--- src/rtl/wash_pkg.sv ---
// Shared types and constants for the washing-machine cycle controller.
package wash_pkg;

  // Width of phase durations and of the phase counter.
  localparam int DUR_W = 8;

  // Default timing: clock ticks per time unit and per-phase time units.
  localparam int unsigned DEF_CLK_FREQ     = 4;
  localparam int unsigned DEF_FILL_PERIOD  = 2;
  localparam int unsigned DEF_WASH_PERIOD  = 5;
  localparam int unsigned DEF_RINSE_PERIOD = 2;
  localparam int unsigned DEF_SPIN_PERIOD  = 1;

  typedef logic [DUR_W-1:0] dur_t;

  typedef enum logic [2:0] {
    ST_IDLE  = 3'd0,
    ST_FILL  = 3'd1,
    ST_WASH  = 3'd2,
    ST_RINSE = 3'd3,
    ST_SPIN  = 3'd4
  } state_t;

  // Registered machine outputs other than the state code.
  typedef struct packed {
    logic water_valve;
    logic motor_on;
    logic drain;
    logic busy;
    logic wash_done;
  } outs_t;

  // Phase length in clock ticks, kept as an 8-bit unsigned product.
  function automatic dur_t phase_len(input int unsigned freq, input int unsigned period);
    int unsigned prod;
    prod = freq * period;
    return dur_t'(prod);
  endfunction

endpackage

--- src/rtl/wash_cycle_ctrl_phase_timer.sv ---
// Phase timer: counts enabled ticks and flags the last tick of a phase.
module phase_timer
  import wash_pkg::*;
(
  input  logic clk,
  input  logic reset,
  input  logic clr,
  input  logic en,
  input  dur_t limit,
  output logic terminal
);

  dur_t count;

  assign terminal = en && (count == (limit - dur_t'(1)));

  // Count enabled ticks; a clear wins over the enable so the phase change edge restarts at 0.
  // NOTE: sequential state is written with <= only, so every register samples pre-edge values.
  always_ff @(posedge clk or posedge reset) begin
    if (reset) begin
      count <= '0;
    end else if (clr) begin
      count <= '0;
    end else if (en) begin
      count <= count + dur_t'(1);
    end
  end

endmodule

--- src/rtl/wash_cycle_ctrl.sv ---
// Wash cycle sequencer: IDLE -> FILL -> WASH -> RINSE (-> WASH -> RINSE) -> SPIN -> IDLE.
module wash_cycle_ctrl
  import wash_pkg::*;
#(
  parameter int unsigned CLK_FREQ     = DEF_CLK_FREQ,
  parameter int unsigned FILL_PERIOD  = DEF_FILL_PERIOD,
  parameter int unsigned WASH_PERIOD  = DEF_WASH_PERIOD,
  parameter int unsigned RINSE_PERIOD = DEF_RINSE_PERIOD,
  parameter int unsigned SPIN_PERIOD  = DEF_SPIN_PERIOD
) (
  input  logic       clk,
  input  logic       reset,
  input  logic       coin_in,
  input  logic       double_wash,
  input  logic       timer_pause,
  output logic [2:0] state,
  output logic       water_valve,
  output logic       motor_on,
  output logic       drain,
  output logic       busy,
  output logic       wash_done
);

  localparam dur_t N_FILL  = phase_len(CLK_FREQ, FILL_PERIOD);
  localparam dur_t N_WASH  = phase_len(CLK_FREQ, WASH_PERIOD);
  localparam dur_t N_RINSE = phase_len(CLK_FREQ, RINSE_PERIOD);
  localparam dur_t N_SPIN  = phase_len(CLK_FREQ, SPIN_PERIOD);

  state_t cur_state;
  state_t nxt_state;
  outs_t  outs_nxt;
  dur_t   limit;
  logic   dw_flag;
  logic   second_pass;
  logic   tmr_en;
  logic   tmr_clr;
  logic   terminal;

  // The timer runs in any active phase unless paused, and restarts on every state entry.
  assign tmr_en  = (cur_state != ST_IDLE) && !timer_pause;
  assign tmr_clr = (nxt_state != cur_state) || (cur_state == ST_IDLE);

  // Select the duration of the phase currently running.
  always_comb begin
    limit = N_FILL;
    case (cur_state)
      ST_WASH:  limit = N_WASH;
      ST_RINSE: limit = N_RINSE;
      ST_SPIN:  limit = N_SPIN;
      default:  limit = N_FILL;
    endcase
  end

  phase_timer u_timer (
    .clk      (clk),
    .reset    (reset),
    .clr      (tmr_clr),
    .en       (tmr_en),
    .limit    (limit),
    .terminal (terminal)
  );

  // State register.
  always_ff @(posedge clk or posedge reset) begin
    if (reset) begin
      cur_state <= ST_IDLE;
    end else begin
      cur_state <= nxt_state;
    end
  end

  // Next-state logic; terminal already folds in the pause, so a paused phase holds.
  // NOTE: a default assignment first keeps every path assigned and avoids an inferred latch.
  always_comb begin
    nxt_state = cur_state;
    case (cur_state)
      ST_IDLE:  if (coin_in)  nxt_state = ST_FILL;
      ST_FILL:  if (terminal) nxt_state = ST_WASH;
      ST_WASH:  if (terminal) nxt_state = ST_RINSE;
      ST_RINSE: if (terminal) nxt_state = (dw_flag && !second_pass) ? ST_WASH : ST_SPIN;
      ST_SPIN:  if (terminal) nxt_state = ST_IDLE;
      default:  nxt_state = ST_IDLE;
    endcase
  end

  // Output decode from the next state so outputs change on the same edge as state.
  always_comb begin
    outs_nxt = '0;
    case (nxt_state)
      ST_FILL:  begin outs_nxt.water_valve = 1'b1; outs_nxt.busy = 1'b1; end
      ST_WASH:  begin outs_nxt.motor_on = 1'b1; outs_nxt.busy = 1'b1; end
      ST_RINSE,
      ST_SPIN:  begin
        outs_nxt.motor_on = 1'b1;
        outs_nxt.drain    = 1'b1;
        outs_nxt.busy     = 1'b1;
      end
      default:  outs_nxt = '0;
    endcase
    outs_nxt.wash_done = (cur_state == ST_SPIN) && (nxt_state == ST_IDLE);
  end

  // Output registers.
  always_ff @(posedge clk or posedge reset) begin
    if (reset) begin
      {water_valve, motor_on, drain, busy, wash_done} <= '0;
    end else begin
      {water_valve, motor_on, drain, busy, wash_done} <= outs_nxt;
    end
  end

  // Double-wash request is captured with the coin; the second pass is marked on RINSE->WASH.
  always_ff @(posedge clk or posedge reset) begin
    if (reset) begin
      dw_flag     <= 1'b0;
      second_pass <= 1'b0;
    end else if ((cur_state == ST_IDLE) && coin_in) begin
      dw_flag     <= double_wash;
      second_pass <= 1'b0;
    end else if ((cur_state == ST_RINSE) && (nxt_state == ST_WASH)) begin
      second_pass <= 1'b1;
    end
  end

  assign state = cur_state;

endmodule

--- config.mk ---
export PLATFORM = sky130hd
export DESIGN_NAME = wash_cycle_ctrl
export DESIGN_NICKNAME = d
export VERILOG_FILES = /design/src/rtl/wash_pkg.sv /design/src/rtl/wash_cycle_ctrl_phase_timer.sv /design/src/rtl/wash_cycle_ctrl.sv
export SDC_FILE = /design/constraint.sdc
export NUM_CORES = 1
export LEC_CHECK = 0
export CORE_MARGIN = 5
export CORE_UTILIZATION = 54
export CTS_CLUSTER_SIZE = 16
export DETAILED_ROUTE_END_ITERATION = 7
export DONT_BUFFER_PORTS = 1
export PLACE_DENSITY = 0.8
export SLEW_MARGIN = 20
export SYNTH_ARGS = -nofsm -noshare
export SYNTH_HDL_FRONTEND = slang
export SYNTH_SLANG_ARGS = --single-unit
--- constraint.sdc ---
create_clock -name clk -period 1.7 [get_ports clk]
set_input_delay 0.34 -clock clk [delete_from_list [all_inputs] [get_ports clk]]
set_output_delay 0.34 -clock clk [all_outputs]
set_load 0.1 [all_outputs]
==> metrics.cfg <==
[timing]
rsz0062_at_grt=true
max_freq_ghz=0.609
slew_viol_final=0
tightest_slew_ps=655
finalSetupViolCount=0
fin_crit_sh=0.966
fin_skew_ps=3.93
period_minus_slack_ps=1640
final.setup.worst_slack_ps=57.4
hold_viol_final=0
relSlewSlack=0.563

[critical_path]
timing.critical_path.required_ps=1930
arrival_ps=1870
worst-path-max-fanout=8
crit_type=register to register
cp-start-kind=register
end_kind=register
reg2reg_slack_ps=60

[synth]
ys_warn_count=0
ys_seq_area_frac=0.466
synth_edf_count=0
synthArstFlopShare=1.00
synth_cell_types=33
syn-num-nets=99
ys_seq_elements=18
postSynthAreaPerCell_um2=10.4
synthFlopType=dfrtp_1
synth_area_um2=967
syn-instance-count=93

[hold_path]
hold_class=primary input to asynchronous set/reset pin

[global_routing]
grt_pass1_wl_um=3040
grt.overflow.total=0
track_usage=0.157
grt_pass1_vias=680
grt_max_degree=19
antenna_found_initial=0

[route]
avgViaCountPerCell=5.54
wl_per_cell_um=14.1
routed_wl_um=1870
via_count=737
drt_pass1_iterations=4
drt_iter0_drc=14
drc=0
ant_nets=0

[layout]
finish.instance_area_um2=1130
drive_gt1_frac=0.287
fillers=125
synthToLayoutAreaGrowth_pct=17.3
antenna_cells=0
final_core_util=0.664
layout.nets=115

[flow_run]
max_cap_viol_count=0

[cts]
cts_buffer_depth=2
cts_made_buffers=3
clkSinkCount=18
cts_tree=done
clk_latency_ps=300
cts-root-buf=clkbuf_4
clk_pin_slew_worst_paths_ps=100
cts-htree-levels=1

[pwr]
power_frac_clock=0.117
powerDensity_nw_per_um2=1660
combPwrFrac=0.537
p_leak_nw=0.460
power_frac_seq=0.346
swShare=0.496
power.switching_mw=0.935
internal_power_mw=0.951
ir_drop_mv=1.18

[floorplan]
pin_count=13
die_h_um=52.3
placementRows=15
die-area_um2=2740
initial_core_util=0.566
core_area_um2=1710
die_x_um=52.3

[placed_design]
dp_slack_ps=72.9
numPortBuffers=0
gp_congestion=0.839
post-dp-hpwl_um=1380
placed_cell_area_um2=1070

[run_status]
status=complete, no violations

==> registers in the layout, indices dropped and copies added, names as in the netlist <==
register,count
u_timer.count,8
motor_on,1
drain,1
dw_flag,1
state,3
wash_done,1
second_pass,1
water_valve,1
busy,1
==> synthesized netlist by cell type, types with 2 or more instances <==
master | instances | area [um2]
nand2b_1 | 2 | 12.5
inv_1 | 3 | 11.3
nor3_1 | 6 | 30.0
o211ai_1 | 2 | 15.0
nand3_1 | 4 | 20.0
a21oi_1 | 9 | 45.0
o21ai_1 | 4 | 20.0
xnor2_1 | 7 | 61.3
buf_2 | 3 | 15.0
nand2_1 | 5 | 18.8
dfrtp_1 | 18 | 450
nand4_1 | 2 | 12.5
a31oi_1 | 2 | 12.5
nor2_1 | 7 | 26.3
==> layer usage <==
metal	global-route usage	vias to the layer above	part of all wire
li1	-	362	-
met1	0.198	352	0.45
met2	0.240	18	0.48
met3	0.0285	5	0.042
met4	0.111	0	0.026
met5	0	-	0
==> layout make-up <==
class,instances,area (um2),share of cell area
sequential,18,457,0.402
multi-input combinational,66,469,0.413
inverter,3,11.3,0.00992
clock buffer,4,26.3,0.0232
tap,25,31.3,0.0276
timing repair buffer,17,140,0.123
==> worst max-delay path, stage by stage (launching register included) <==
cell,delay (ps)
dfrtp_1,410
ha_1,220
nor4b_4,130
buf_4,170
a2111oi_4,300
a21oi_2,60
buf_4,170
a21oi_1,120
==> final timing paths <==
kind	startpoint	endpoint	cells after the start
min in group clk	coin_in	second_pass	1
max in group asynchronous	reset	state[2]	1
hold / removal	reset	state[2]	1
setup reg to reg	u_timer.count[0]	u_timer.count[6]	7
setup / recovery	u_timer.count[0]	u_timer.count[6]	7
hold reg to reg	second_pass	second_pass	2
==> power groups by stage <==
stage          Sequential, mW  Combinational [mW]  Clock (mW)
3_5_place_dp            0.664               0.945           0
3_3_place_gp            0.658               0.930           0
6_report                0.653                1.01       0.220
4_1_cts                 0.654               0.948       0.224
2_1_floorplan            1.03               0.411           0
5_1_grt                 0.669                1.07       0.245
==> through the flow <==
step | power (mW) | TNS [ps] | hold WS (ps) | cells
finish | 1.89 | 0 | 9.75 | 133
floorplan | 1.44 | 0 | 278 | 93
global placement | 1.59 | 0 | 347 | 125
global route | 1.98 | -100 | 65.8 | 133
CTS | 1.83 | 0 | 29.5 | 129
detailed placement | 1.61 | 0 | 355 | 125
==> layout by cell type, fill, tap and decap left out, drive strengths merged, types with 2 or more instances in the layout <==
| cell type | n |
|---|---|
| a21oi | 10 |
| a31oi | 2 |
| buf | 17 |
| clkbuf | 4 |
| dfrtp | 18 |
| inv | 3 |
| nand2 | 5 |
| nand2b | 2 |
| nand3 | 4 |
| nand4 | 2 |
| nor2 | 8 |
| nor3 | 7 |
| nor4b | 3 |
| o211ai | 2 |
| o21ai | 4 |
| xnor2 | 7 |
==> cells by family after synthesis <==
logic type / count (synthesis) / synth area share
buffers and inverters: 9 / 0.0621
flip-flops: 18 / 0.466
multiplexers: 2 / 0.0220
XOR/XNOR: 7 / 0.0634
AO/OA/AOI/OAI: 20 / 0.136
adder cells (fa/ha/maj): 1 / 0.0129
AND/OR/NAND/NOR: 36 / 0.238
==> timing repair <==
action | in CTS | in global routing
setup endpoints to repair | 0 | 12
hold buffers | 0 | 0
setup buffers | 0 | 4
resized for setup | 0 | 1
Power figures use the tool's default switching activity.
